$ cat src/rtl/systolic_collector.sv
// Collects finished results from the end of a systolic chain into a FWFT circular buffer, tagging frame ends.
// Latency: a word captured on edge k is visible on out_data in the following cycle.
// Backpressure: none toward the array; a capture into a full buffer without a same-cycle pop is dropped and flagged in ovf.
module systolic_collector #(
    parameter int WIDTH     = 32,
    parameter int DEPTH     = 8,
    parameter int FRAME_LEN = 4
) (
    input  logic                     clk,
    input  logic                     rst,
    input  logic [WIDTH-1:0]         x_in,
    input  logic                     s_in,
    output logic [WIDTH-1:0]         out_data,
    output logic                     out_last,
    output logic                     out_valid,
    input  logic                     out_ready,
    output logic [$clog2(DEPTH):0]   level,
    output logic                     ovf,
    input  logic                     ovf_clr
);
    localparam int AW = $clog2(DEPTH);
    localparam int LW = AW + 1;
    localparam int FW = (FRAME_LEN > 1) ? $clog2(FRAME_LEN) : 1;

    typedef struct packed {
        logic             last;
        logic [WIDTH-1:0] dat;
    } entry_t;

    entry_t          mem_q [DEPTH];
    entry_t          mem_d [DEPTH];
    logic [AW-1:0]   wr_ptr_q, wr_ptr_d;
    logic [AW-1:0]   rd_ptr_q, rd_ptr_d;
    logic [LW-1:0]   level_q, level_d;
    logic [FW-1:0]   frm_q, frm_d;
    logic            ovf_q, ovf_d;

    logic pop, full, accept, drop, frm_end;

    always_comb begin
        mem_d    = mem_q;
        wr_ptr_d = wr_ptr_q;
        rd_ptr_d = rd_ptr_q;
        level_d  = level_q;
        frm_d    = frm_q;

        // Pop only what is already visible, so a capture into an empty buffer never pops itself.
        pop     = (level_q != '0) && out_ready;
        full    = (level_q == LW'(DEPTH));
        accept  = s_in && (!full || pop);
        drop    = s_in && full && !pop;
        frm_end = (frm_q == FW'(FRAME_LEN - 1));

        if (accept) begin
            mem_d[wr_ptr_q] = '{last: frm_end, dat: x_in};
            wr_ptr_d        = wr_ptr_q + 1'b1;
        end
        if (pop) begin
            rd_ptr_d = rd_ptr_q + 1'b1;
        end
        // Frame position tracks every capture event, including dropped ones.
        if (s_in) begin
            frm_d = frm_end ? '0 : frm_q + 1'b1;
        end

        case ({accept, pop})
            2'b10:   level_d = level_q + 1'b1;
            2'b01:   level_d = level_q - 1'b1;
            default: level_d = level_q;
        endcase

        ovf_d = drop | (ovf_q & ~ovf_clr);
    end

    always_ff @(posedge clk or negedge rst) begin
        if (!rst) begin
            for (int i = 0; i < DEPTH; i++) begin
                mem_q[i] <= '0;
            end
            wr_ptr_q <= '0;
            rd_ptr_q <= '0;
            level_q  <= '0;
            frm_q    <= '0;
            ovf_q    <= 1'b0;
        end else begin
            mem_q    <= mem_d;
            wr_ptr_q <= wr_ptr_d;
            rd_ptr_q <= rd_ptr_d;
            level_q  <= level_d;
            frm_q    <= frm_d;
            ovf_q    <= ovf_d;
        end
    end

    assign out_valid = (level_q != '0);
    assign out_data  = out_valid ? mem_q[rd_ptr_q].dat  : '0;
    assign out_last  = out_valid ? mem_q[rd_ptr_q].last : 1'b0;
    assign level     = level_q;
    assign ovf       = ovf_q;

endmodule

$ cat config.mk
export PLATFORM = sky130hd
export DESIGN_NAME = systolic_collector
export DESIGN_NICKNAME = d
export VERILOG_FILES = /design/src/rtl/systolic_collector.sv
export SDC_FILE = /design/constraint.sdc
export NUM_CORES = 1
export LEC_CHECK = 0
export CAP_MARGIN = 20
export CORE_UTILIZATION = 36
export CTS_BUF_LIST = sky130_fd_sc_hd__clkbuf_4 sky130_fd_sc_hd__clkbuf_8
export CTS_CLUSTER_DIAMETER = 40
export CTS_CLUSTER_SIZE = 24
export DETAILED_ROUTE_END_ITERATION = 8
export PLACE_DENSITY_LB_ADDON = 0.1
export REMOVE_ABC_BUFFERS = 1
export SLEW_MARGIN = 25
export SYNTH_ARGS = -nofsm -noshare
export SYNTH_HDL_FRONTEND = slang
export SYNTH_SLANG_ARGS = --single-unit
$ cat constraint.sdc
create_clock -name clk -period 2.8 [get_ports clk]
set_clock_uncertainty 0.1 [all_clocks]
set_input_delay 0.42 -clock clk [delete_from_list [all_inputs] [get_ports clk]]
set_output_delay 0.42 -clock clk [all_outputs]
set_load 0.05 [all_outputs]
After elaboration in Yosys (flattened, before gate mapping)
Index checks and enable logic that the tools add are counted.

Word-level logic and storage cells: 58. Bits of input ports: 37. Register bits: 277.

Bitwise logic cells: 5. Equality and inequality tests: 4. Reduce and logical (&&, ||, !) cells: 10. Mux-type cells: 10. Add/subtract/negate cells: 5. Order comparisons: 3.

Operator list (count): 264-bit bitwise mux (1); 33-bit binary-select mux with 3-bit select (1); 33-bit demux with 3-bit select (1); 33-bit two-way mux (3); 32-bit two-way mux (1); 4-bit >= comparator, second input constant (2); 3-bit NOT with 4-bit output (2); 4-bit case mux with 2 select lines (1); 3-bit by 1-bit adder with 3-bit output, second input constant (2); 1-bit logical AND (5); 4-bit by 1-bit adder with 4-bit output, second input constant (1); 2-bit == test, second input constant (2); 4-bit == test, second input constant (1); 4-bit by 1-bit < comparator with 1-bit output, second input constant (1); 4-bit nonzero test (1); 4-bit by 1-bit subtractor with 4-bit output, second input constant (1); 2-bit by 1-bit adder with 2-bit output, second input constant (1); 2-bit by 1-bit == test with 1-bit output, second input constant (1); 1-bit logical NOT (2); 2-bit two-way mux (1); 2-bit nonzero test (1); 1-bit bitwise AND (1); 1-bit logical OR (1); 1-bit two-way mux (1); 2 further kinds (2).

Depth between registers and ports, before layout
Depth after elaboration: 6. Gate-level depth with buffers: 12. Gate-level depth less buffers: 12.

Least setup slack after synthesis
No wires, ideal clock.

Path kind: reg2reg. Start point: reg level_q[2] (netlist: level[2]). End point: reg level_q[2] (netlist: level[2]). Setup slack: -0.401 ns. Cell stages (with the launch flop): 13. Library setup time: 0.147 ns. Arrival time: 2.955 ns. Required time: 2.553 ns. Path buffers: 0. Cell sequence: dfrtp_1 or3_1 nor2_1 inv_1 nand2_1 inv_1 ha_1 xor2_1 ha_1 a21oi_1 xor2_1 nor2_1 xor2_1.

Cells in the longest elaborated chain, start to end: 6. Elaborated cells on any way between the ends: 12.

RTL lines: start: declaration (line 34) `logic [LW-1:0] level_q, level_d;`; start signal: assignment (line 89) `level_q <= level_d;`; 4-bit nonzero test (*); via out_valid (line 15) `output logic out_valid,`; 1-bit logical AND (*) (line 48) `pop = (level_q != '0) && out_ready;`; via pop (line 38) `logic pop, full, accept, drop, frm_end;`; 1-bit logical OR (line 50) `accept = s_in && (!full || pop);`; 1-bit logical AND (line 50); 2-bit by 1-bit == test with 1-bit output or 2-bit == test (tied branches) (line 66) `case ({accept, pop})`; 4-bit case mux with 2 select lines or 2-bit nonzero test (tied branches).

The timed path passes the listed nets; every way through them passes the cells marked *. A chain may end at the register's enable or synchronous reset.

Worst setup path after layout
Start point: reg rd_ptr_q[0]. End point: out out_data[18].

Cells in the longest elaborated chain, start to end: 5.

RTL lines: start: declaration (line 33) `logic [AW-1:0] rd_ptr_q, rd_ptr_d;`; start signal: assignment (line 88) `rd_ptr_q <= rd_ptr_d;`; 3-bit NOT with 4-bit output (implied by the code) (line 96) `assign out_data = out_valid ? mem_q[rd_ptr_q].dat : '0;`; 33-bit binary-select mux with 3-bit select (line 96); 33-bit two-way mux (2 in a row); 32-bit two-way mux (line 96); end: declaration (line 13) `output logic [WIDTH-1:0] out_data,`.

Every way passes these cells. The select of a mux whose other input is x is not followed.

==> flow_metrics.tcl <==
set metrics [dict create \
    clkTransAtPathRegs_ns 0.06 \
    clockBufferDepth 3 \
    tightestPinTransition_ns 0.668 \
    synth.most_common_cell "dfrtp_1" \
    synth-compound-area-share_pct 0.344 \
    routed_wl_um 31700 \
    num-fill-cells 3008 \
    cp_num_cells 7 \
    clock_sinks 277 \
    status "finished, violations left" \
    finalSetupTns_ns -0.535 \
    drc 0 \
    hpwl_um 18300 \
    swShare_pct 36.5 \
    first_pass_iters 4 \
    crit_buf_inv 4 \
    ctsHtreeMaxLevel 2 \
    avgSynthCellArea_um2 16.3 \
    synth_top_area_share_pct 54.4 \
    synth_adder_area_share_pct 0.589 \
    relSlewSlack_pct 55.4 \
    floorplan.rows 68 \
    nNetsFinal 944 \
    antenna_left 0 \
    violations "negative setup slack" \
    power_switching_mw 8.73 \
    vdd.ir_drop.worst_uv 827 \
    synth_top_family_by_area "multiplexers" \
    fin_crit_ns 2.86 \
    arrival_ns 2.34 \
    yosys.area_share.simple_pct 2.08 \
    fmax_mhz 350 \
    instances_no_fill 1391 \
    start_kind "register" \
    route.met3.wl_um 1190 \
    cts_tree "built" \
    p_int_mw 15.2 \
    wl_met2_um 15600 \
    grt_pass1_wl_um 50300 \
    dieWidth_um 190 \
    top_layer "met5" \
    drive_above_1_share_pct 56.1 \
    synth_edf_count 0 \
    core_mm2 0.0347 \
    place.gp.congestion 0.740 \
    critPathRequiredTime_ns 2.28 \
    p_per_area_mw_per_mm2 1500 \
    drt-met1-wl_um 14300 \
    critical_path_class "reg -> out" \
    synth-seq-cells 277 \
    ys_async_sr_fraction_pct 100 \
    synthXorXnorAreaFrac_pct 0.618 \
    grt_overflow 0 \
    crit_chain "buf_12 -> buf_12 -> buf_16 -> mux4_2 -> mux2i_1 -> nor2_1 -> buf_6" \
    io_buffers 75 \
    start_util_pct 36.7 \
    placedCellCount 1293 \
    diodes 0 \
    finalMaxSlewViolations 0 \
    vias 7202 \
    synth_top_cells_by_area "dfrtp_1, mux2_2, mux4_2" \
    end_kind "output port" \
    hold_class "in -> reg" \
    ys_seq_area_share_pct 54.4 \
    yosys.area.top_type "dfrtp_1" \
    multiInputGateArea_mm2 0.00561 \
    register_area_mm2 0.00694 \
    min_path_cells 2 \
    vias_per_cell 5.18 \
    setup_viol 13 \
    cts_root_buffer "clkbuf_8" \
    synth.area.mux_share_pct 39.6 \
    grt.total_usage_pct 18.5 \
    synth_cell_types 30 \
    wl_per_cell_um 22.8 \
    critPathSlowestCell "mux4_2" \
    synth_common_cells "dfrtp_1, mux2_2, mux4_2" \
    ys_warn_count 0 \
    ys.flop_type "dfrtp_1" \
    reg2regPathDepth 12 \
    die_area_mm2 0.0362 \
    layout_setup_ws_ns -0.0589 \
    postLayoutCoreUtil_pct 46.0 \
    crit_top_cell "buf_12" \
    p_comb_share_pct 51.2 \
    first_iter_violations 310 \
    pwr-share-seq_pct 30.1 \
    fp.dieH_um 190 \
    antenna_found_initial 2 \
    power.leakage_nw 7.04 \
    grt_max_degree 83 \
    ioPinCount 76 \
    grt_pass1_vias 8347 \
    cap_viol_max_count 0 \
    hold_viol 0 \
    crit_family "multiplexers" \
    cp_slowest_stage_delay_ns 0.51 \
    postSynthCellCount 781 \
    worstPathMaxFanout 7 \
    area_growth_pct 25.4 \
    period_share_pct 102 \
    clockPowerShare_pct 18.7 \
    syn_area_mm2 0.0127 \
    rsz0062_at_grt "yes" \
    clkLatencyLatePin_ns 0.58 \
    cts_buffers 46 \
]
-- cells in the final DEF, fill, tap and decap left out, types with 9 or more instances in the layout --
master | netlist | final
clkdlybuf4s50_1 | 0 | 40
buf_12 | 0 | 33
mux2_4 | 56 | 56
buf_6 | 7 | 17
buf_4 | 0 | 25
clkbuf_8 | 0 | 56
dfrtp_1 | 277 | 273
mux2_2 | 208 | 208
mux4_2 | 66 | 66
nor2_1 | 38 | 30
bufinv_16 | 0 | 9
mux2i_1 | 33 | 24
-- final timing paths --
| kind | start | to | slack (ns) |
|---|---|---|---|
| worst min register to register | mem_q[109]$_DFFE_PN0P_ | mem_q[109]$_DFFE_PN0P_ | 0.39 |
| worst max-delay path | rd_ptr_q[0]$_DFFE_PN0P_ | out_data[18] | -0.06 |
| worst min-delay path | ovf_clr | ovf$_DFF_PN0_ | 0.32 |
| worst max register to register | level[2]$_DFFE_PN0P_ | level[2]$_DFFE_PN0P_ | 0.16 |
| min in group asynchronous | rst | mem_q[79]$_DFFE_PN0P_ | 0.34 |
| max in group asynchronous | rst | level[2]$_DFFE_PN0P_ | 1.38 |
-- power by group through the flow --
| stage | clock (mW) | sequential, mW | combinational, mW |
|---|---|---|---|
| 4_1_cts | 4.61 | 7.21 | 12.3 |
| 2_1_floorplan | 0 | 7.27 | 7.45 |
| 5_1_grt | 4.80 | 7.47 | 13.0 |
| 3_5_place_dp | 0 | 7.28 | 11.3 |
| 6_report | 4.47 | 7.20 | 12.2 |
| 3_3_place_gp | 0 | 7.09 | 11.1 |
-- through the flow --
stage | setup slack (ns) | power [mW] | hold WS, ns | instance area [µm²]
after CTS | -0.139 | 24.1 | 0.277 | 15900
after detailed placement | 0.0696 | 18.6 | 0.371 | 14400
after global placement | 0.145 | 18.2 | 0.353 | 14400
final | -0.0589 | 23.9 | 0.321 | 16000
after floorplan | -1.66 | 14.7 | 0.0244 | 12500
after global routing | -0.189 | 25.2 | 0.316 | 16000
-- repair_timing --
item / 4_1_cts / 5_1_grt
buffers inserted: 8 / 2
gates resized for setup: 36 / 17
cloned: 6 / 1
hold buffers: 1 / 0
hold endpoints to repair: 77 / 0
setup endpoints to repair: 33 / 34
pin swaps: 5 / 8
-- sequential cells by signal (all words and copies together) (netlist names) --
register	cells
frm_q	2
rd_ptr_q	3
wr_ptr_q	3
ovf	1
level	4
mem_q	264
-- final cells by class --
class                   count  share of cell area (%)
multi-input cells         445                    35.1
clock inverters            26                    2.43
clock buffers              57                    4.87
repair buffers            125                    10.5
inverters                   6                   0.141
flip-flops and latches    277                    43.4
well taps                 455                    3.56
-- cell families after synthesis --
group | Yosys count
XOR/XNOR | 9
AO/OA/AOI/OAI | 6
multiplexers | 367
adder cells (fa/ha/maj) | 6
AND/OR/NAND/NOR | 57
flip-flops | 277
buffers and inverters | 59
-- routing by layer --
| metal | up-vias | global-route usage [%] |
|---|---|---|
| met5 | - | 0 |
| met4 | 4 | 5.17 |
| met3 | 44 | 3.52 |
| met2 | 123 | 30.4 |
| met1 | 3893 | 24.9 |
| li1 | 3138 | - |
Note: power is estimated with default switching activity, not from simulation.
